`src/rtl/mac_out_drain_pkg.sv`:
```
// Shared constants and helpers for the MAC output drain.
// Mode encodings and lane counts mirror the cluster-wide mac_const definitions.
`ifndef MAC_CONST_VH
`define MAC_CONST_VH
`define MAC_MODE_SINGLE   2'b00
`define MAC_MODE_DUAL     2'b01
`define MAC_MODE_QUAD     2'b10
`define MAC_MODE_RSVD     2'b11
`define MAC_LANES_SINGLE  4
`define MAC_LANES_DUAL    2
`define MAC_LANES_QUAD    1
`endif

package mac_out_drain_pkg;

  localparam int unsigned MAC_ACC_WIDTH_DEF = 32;
  localparam int unsigned OUT_WIDTH_DEF     = 8;

  // Index of the final lane to drain for a given cluster mode.
  function automatic logic [1:0] lane_last_from_mode(input logic [1:0] mode);
    logic [1:0] r;
    case (mode)
      `MAC_MODE_SINGLE: r = 2'(`MAC_LANES_SINGLE - 1);
      `MAC_MODE_DUAL:   r = 2'(`MAC_LANES_DUAL - 1);
      default:          r = 2'(`MAC_LANES_QUAD - 1);
    endcase
    return r;
  endfunction

endpackage

```
`src/rtl/mac_drain_lane_mux.sv`:
```
// Combinational beat selector: picks one OUT_W slice of one of four lanes.
module mac_drain_lane_mux #(
  parameter int unsigned ACC_W  = 32,
  parameter int unsigned OUT_W  = 8,
  parameter int unsigned BEAT_W = 2
) (
  input  logic [ACC_W-1:0]  lane0,
  input  logic [ACC_W-1:0]  lane1,
  input  logic [ACC_W-1:0]  lane2,
  input  logic [ACC_W-1:0]  lane3,
  input  logic [1:0]        lane_idx,
  input  logic [BEAT_W-1:0] beat_idx,
  output logic [OUT_W-1:0]  data
);

  logic [ACC_W-1:0] sel;
  int unsigned      base;

  always_comb begin
    sel = '0;
    case (lane_idx)
      2'd0: sel = lane0;
      2'd1: sel = lane1;
      2'd2: sel = lane2;
      default: sel = lane3;
    endcase
    base = 32'(beat_idx) * OUT_W;
    data = sel[base +: OUT_W];
  end

endmodule

```
`src/rtl/mac_out_drain.sv`:
```
// Snapshots four MAC accumulators and drains the active lanes LSB-first on a valid/ready stream.
// Optional dout_parity output when MAC_DRAIN_PARITY_EN is defined.
module mac_out_drain
  import mac_out_drain_pkg::*;
#(
  parameter int unsigned MAC_ACC_WIDTH = MAC_ACC_WIDTH_DEF,
  parameter int unsigned OUT_WIDTH     = OUT_WIDTH_DEF
) (
  input  logic                     clk,
  input  logic                     rst,
  input  logic                     capture,
  input  logic [1:0]               mode,
  input  logic [MAC_ACC_WIDTH-1:0] in0,
  input  logic [MAC_ACC_WIDTH-1:0] in1,
  input  logic [MAC_ACC_WIDTH-1:0] in2,
  input  logic [MAC_ACC_WIDTH-1:0] in3,
  output logic [OUT_WIDTH-1:0]     dout,
  output logic                     dout_valid,
  input  logic                     dout_ready,
  output logic                     dout_last,
`ifdef MAC_DRAIN_PARITY_EN
  output logic                     dout_parity,
`endif
  output logic                     busy,
  output logic                     overrun
);

  localparam int unsigned BEATS  = MAC_ACC_WIDTH / OUT_WIDTH;
  localparam int unsigned BEAT_W = (BEATS > 1) ? $clog2(BEATS) : 1;
  localparam logic [BEAT_W-1:0] BEAT_LAST = BEAT_W'(BEATS - 1);

  typedef enum logic {IDLE, SEND} state_t;

  state_t                   state, nxt_state;
  logic [MAC_ACC_WIDTH-1:0] sh0, sh1, sh2, sh3;
  logic [1:0]               lane_idx, nxt_lane;
  logic [1:0]               lane_last_q, nxt_lane_last;
  logic [BEAT_W-1:0]        beat_idx, nxt_beat;
  logic                     hs, last_hs, accept, nxt_last;
  logic [MAC_ACC_WIDTH-1:0] src0, src1, src2, src3;
  logic [OUT_WIDTH-1:0]     mux_data;

  // Outputs are registered from the next-cycle indices, so on an accepted
  // capture the mux reads the live inputs rather than the not-yet-loaded shadows.
  always_comb begin
    hs            = dout_valid && dout_ready;
    last_hs       = hs && dout_last;
    accept        = capture && ((state == IDLE) || last_hs);
    nxt_state     = state;
    nxt_lane      = lane_idx;
    nxt_beat      = beat_idx;
    nxt_lane_last = lane_last_q;
    if (accept) begin
      nxt_state     = SEND;
      nxt_lane      = '0;
      nxt_beat      = '0;
      nxt_lane_last = lane_last_from_mode(mode);
    end else if (last_hs) begin
      nxt_state = IDLE;
      nxt_lane  = '0;
      nxt_beat  = '0;
    end else if (hs) begin
      if (beat_idx == BEAT_LAST) begin
        nxt_beat = '0;
        nxt_lane = lane_idx + 2'd1;
      end else begin
        nxt_beat = beat_idx + 1'b1;
      end
    end
    src0     = accept ? in0 : sh0;
    src1     = accept ? in1 : sh1;
    src2     = accept ? in2 : sh2;
    src3     = accept ? in3 : sh3;
    nxt_last = (nxt_lane == nxt_lane_last) && (nxt_beat == BEAT_LAST);
  end

  mac_drain_lane_mux #(
    .ACC_W  (MAC_ACC_WIDTH),
    .OUT_W  (OUT_WIDTH),
    .BEAT_W (BEAT_W)
  ) u_lane_mux (
    .lane0    (src0),
    .lane1    (src1),
    .lane2    (src2),
    .lane3    (src3),
    .lane_idx (nxt_lane),
    .beat_idx (nxt_beat),
    .data     (mux_data)
  );

  always_ff @(posedge clk or posedge rst) begin
    if (rst) begin
      state       <= IDLE;
      sh0         <= '0;
      sh1         <= '0;
      sh2         <= '0;
      sh3         <= '0;
      lane_idx    <= '0;
      beat_idx    <= '0;
      lane_last_q <= '0;
      dout        <= '0;
      dout_valid  <= 1'b0;
      dout_last   <= 1'b0;
      busy        <= 1'b0;
      overrun     <= 1'b0;
`ifdef MAC_DRAIN_PARITY_EN
      dout_parity <= 1'b0;
`endif
    end else begin
      state       <= nxt_state;
      lane_idx    <= nxt_lane;
      beat_idx    <= nxt_beat;
      lane_last_q <= nxt_lane_last;
      if (accept) begin
        sh0 <= in0;
        sh1 <= in1;
        sh2 <= in2;
        sh3 <= in3;
      end
      dout_valid <= (nxt_state == SEND);
      busy       <= (nxt_state == SEND);
      dout       <= (nxt_state == SEND) ? mux_data : '0;
      dout_last  <= (nxt_state == SEND) && nxt_last;
      overrun    <= capture && (state == SEND) && !last_hs;
`ifdef MAC_DRAIN_PARITY_EN
      dout_parity <= (nxt_state == SEND) ? ^mux_data : 1'b0;
`endif
    end
  end

endmodule

```
`config.mk`:
```
export PLATFORM = sky130hd
export DESIGN_NAME = mac_out_drain
export DESIGN_NICKNAME = d
export VERILOG_FILES = /design/src/rtl/mac_out_drain_pkg.sv /design/src/rtl/mac_drain_lane_mux.sv /design/src/rtl/mac_out_drain.sv
export SDC_FILE = /design/constraint.sdc
export NUM_CORES = 1
export LEC_CHECK = 0
export BUFFER_PORTS_ARGS = -buffer_cell sky130_fd_sc_hd__buf_2
export CORE_UTILIZATION = 23
export DETAILED_ROUTE_END_ITERATION = 8
export GPL_TIMING_DRIVEN = 0
export MAX_ROUTING_LAYER = met4
export PLACE_DENSITY = 0.37
export SYNTH_ARGS = -nofsm -noshare
export SYNTH_HDL_FRONTEND = slang
export SYNTH_SLANG_ARGS = --single-unit
```
`constraint.sdc`:
```
create_clock -name clk -period 5.8 [get_ports clk]
set_clock_uncertainty 0.05 [all_clocks]
set_input_delay 0.58 -clock clk [delete_from_list [all_inputs] [get_ports clk]]
set_output_delay 0.58 -clock clk [all_outputs]
set_load 0.02 [all_outputs]
```
==> impl_metrics.toml <==
[cts]
clk_transition_reported_paths_ns = 0.06
numCtsBuffers = 17
cts_tree = "done"
cts_htree_levels = 4
cts_resized = 0
clockRootBuffer = "clkbuf_16"
clock-sinks = 145
clkLatencyLatePin_ns = 0.43
cts_hold_buf = 0
clk_path_buf_depth = 2
cts_setup_buffers = 0

[final_layout]
fin_util_pct = 29.5
drive_above_1_share_pct = 48.0
nFillCells = 3054
final_common_cell = "buf_2"
fin_nets = 832
syn_to_final_growth_pct = 26.1
layout_common_cells = "153 x buf_2, 145 x dfrtp_1, 108 x mux2_2"

[synth]
synth.distinct_cells = 67
synth_top_family_by_area = "multiplexers"
synth_seq_cells = 145
synthAdderAreaFrac_pct = 0.180
syn_avg_cell_area_um2 = 13.0
synth_nets = 668
synth_top_area_share_pct = 52.2
synthTopCellsByArea = "dfrtp_1 52%, mux2_2 17%, a21o_1 1.8%, o221ai_1 1.6%, and3_1 1.6%"
synthMuxAreaShare_pct = 18.5
yosys.area_share.simple_pct = 6.43
async_reset_ff_share_pct = 100
syn_area_mm2 = 0.00695
synth_edf_count = 0
synth-compound-area-share_pct = 17.5
ys.flop_type = "dfrtp_1"
netlist.top_cell.by_area = "dfrtp_1"
yosysSeqAreaShare_pct = 52.2
synthXorXnorAreaFrac_pct = 0.864
ys_warn_count = 0
synth_cells = 533

[critical_path]
reg2reg_depth = 7
max_stage_delay_ns = 0.71
worstPathRequired_ns = 6.06
crit_slowest_cell = "xor2_1"
cp_max_fo = 10
path_class = "reg2reg"
worstPathArrival_ns = 3.25
r2r_setup_slack_ns = 2.81
reg2reg_from = "beat_idx[0]"
timing.rr.end = "dout[0]"
start_kind = "flip-flop"
crit_chain = "ha_1, nand3_2, xor2_1, o32ai_1, a2bb2oi_1, o221ai_1, a2111oi_2"
crit_path_end_kind = "flip-flop"

[power]
combPwrFrac_pct = 46.4
p_per_area_mw_per_mm2 = 578
p_int_mw = 3.14
vdd.ir_drop.worst_mv = 0.240
p_sw_mw = 1.93
p_seq_share_pct = 32.5
power_frac_clock_pct = 21.1
leakage_nw = 4.05
p_sw_share_pct = 38.0

[global_route]
grt_use_met2_pct = 24.9
grt_util_met3_pct = 3.23
grt_antenna_before_repair = 1
grt.overflow.total = 0
gr-usage-met1_pct = 20.8
top_usage_layer = "met2"
grt_usage_pct = 15.9
grt_max_degree = 89
grt_pass1_wl_um = 34600
grt_pass1_vias = 5572

[routing]
wire_per_inst_um = 20.9
drt.antenna.violating_nets = 0
vias = 5102
drc = 0
wl_um = 23000
vias_per_cell = 4.63
drt_first_pass_iters = 5
drt_first_iter_violations = 272

[timing]
worstMarginPinSlew_ns = 1.01
finalSetupTns_ns = 0
drv_slew = 0
timing.final.crit_share_pct = 51.6
max_slew_margin_pct = 32.4
post-route-min-period_ns = 2.99
setup_violations = 0
hold_violations = 0
rsz0062_at_grt = "false"
clock.fmax_mhz = 334

[floorplan]
die_area_mm2 = 0.0309
core_mm2 = 0.0297
start_util_pct = 23.4
die_x_um = 176
rows = 63
die_height_um = 176
design.portCount = 146

[outcome]
status = "completed"

[placed_design]
io_buffers = 144
routabilityCongestion = 0.770
dp_hpwl_um = 17300

[min_path]
hp-class = "in2async"

[flow_run]
cap_violations = 0
worst max path at each step:
stage           startpoint           to  slack (ns)  depth (start not counted)
2_1_floorplan          rst  beat_idx[0]        1.28                          1
3_3_place_gp           rst      sh0[22]       -0.68                          2
3_5_place_dp    dout_ready      dout[0]        2.65                          9
4_1_cts        beat_idx[0]      dout[4]        2.70                          7
6_report       beat_idx[0]      dout[0]        2.81                          7
5_1_grt        beat_idx[0]      dout[2]        2.54                          7
flip-flops by register name (all words and copies together), names as in the netlist:
register     count
sh0             32
sh1             32
sh2             32
sh3             32
dout             8
beat_idx         2
lane_idx         2
lane_last_q      2
dout_last        1
overrun          1
state            1
cell usage after synthesis, types with 8 or more instances:
| library cell | count |
|---|---|
| a21o_1 | 17 |
| o21a_1 | 8 |
| o2bb2ai_1 | 9 |
| buf_4 | 11 |
| buf_2 | 9 |
| dfrtp_1 | 145 |
| o221ai_1 | 13 |
| nor2_1 | 12 |
| o21ai_0 | 9 |
| clkbuf_1 | 8 |
| nand2_1 | 10 |
| mux2_2 | 108 |
| and3_1 | 18 |
| and2_1 | 15 |
| a211oi_1 | 14 |
area by class of cell:
| cell class | instances | area [µm²] | share of cell area (%) |
|---|---|---|---|
| Tap cell | 390 | 488 | 5.57 |
| Inverter | 9 | 40.0 | 0.457 |
| Multi-Input combinational cell | 342 | 3020 | 34.5 |
| Buffer | 37 | 265 | 3.03 |
| Sequential cell | 145 | 3630 | 41.4 |
| Timing Repair Buffer | 145 | 748 | 8.54 |
| Antenna cell | 1 | 2.50 | 0.0286 |
| Clock inverter | 14 | 129 | 1.47 |
| Clock buffer | 18 | 439 | 5.01 |
per-layer routing:
layer / vias up / part of all wire [%] / wire length (µm)
met5: - / 0 / 0
met4: 0 / 1.6 / 375
met3: 23 / 4.5 / 1030
met2: 114 / 47 / 10800
met1: 2607 / 47 / 10800
li1: 2358 / - / -
critical path: cells and delay by family (launching register included):
kind	cells	cell delay [ns]
AOI/OAI and AO/OA	4	1.15
xor gates and xnor gates	1	0.71
adders and majority gates	1	0.31
DFF	1	0.43
and+or+nand+nor	1	0.22
metrics by stage:
stage	std cells	total power [mW]	hold slack, ns	instance area [µm²]	worst slack, ns
after floorplan	533	3.27	0.395	6950	1.28
after global placement	1067	4.01	0.405	8160	-0.680
after detailed placement	1068	4.05	0.412	8190	2.65
after CTS	1100	5.14	0.182	8760	2.70
after global routing	1101	5.41	0.199	8760	2.54
final	1101	5.06	0.167	8760	2.81
kinds of logic (layout without fill, tap and decap cells):
family / count (synthesis) / after routing
compound gates: 145 / 145
flops: 145 / 145
mux: 113 / 113
simple gates: 77 / 77
buf+inv: 46 / 223
xor+xnor: 6 / 6
fa+ha+maj: 1 / 1
other cells: 0 / 1
power by group through the flow:
stage / clock network (mW) / registers, mW / logic (mW)
after global routing: 1.14 / 1.70 / 2.57
after global placement: 0 / 1.65 / 2.36
after floorplan: 0 / 1.66 / 1.61
final: 1.07 / 1.65 / 2.35
after CTS: 1.10 / 1.65 / 2.39
after detailed placement: 0 / 1.67 / 2.38
No activity file was read; power rests on OpenSTA's default activity.
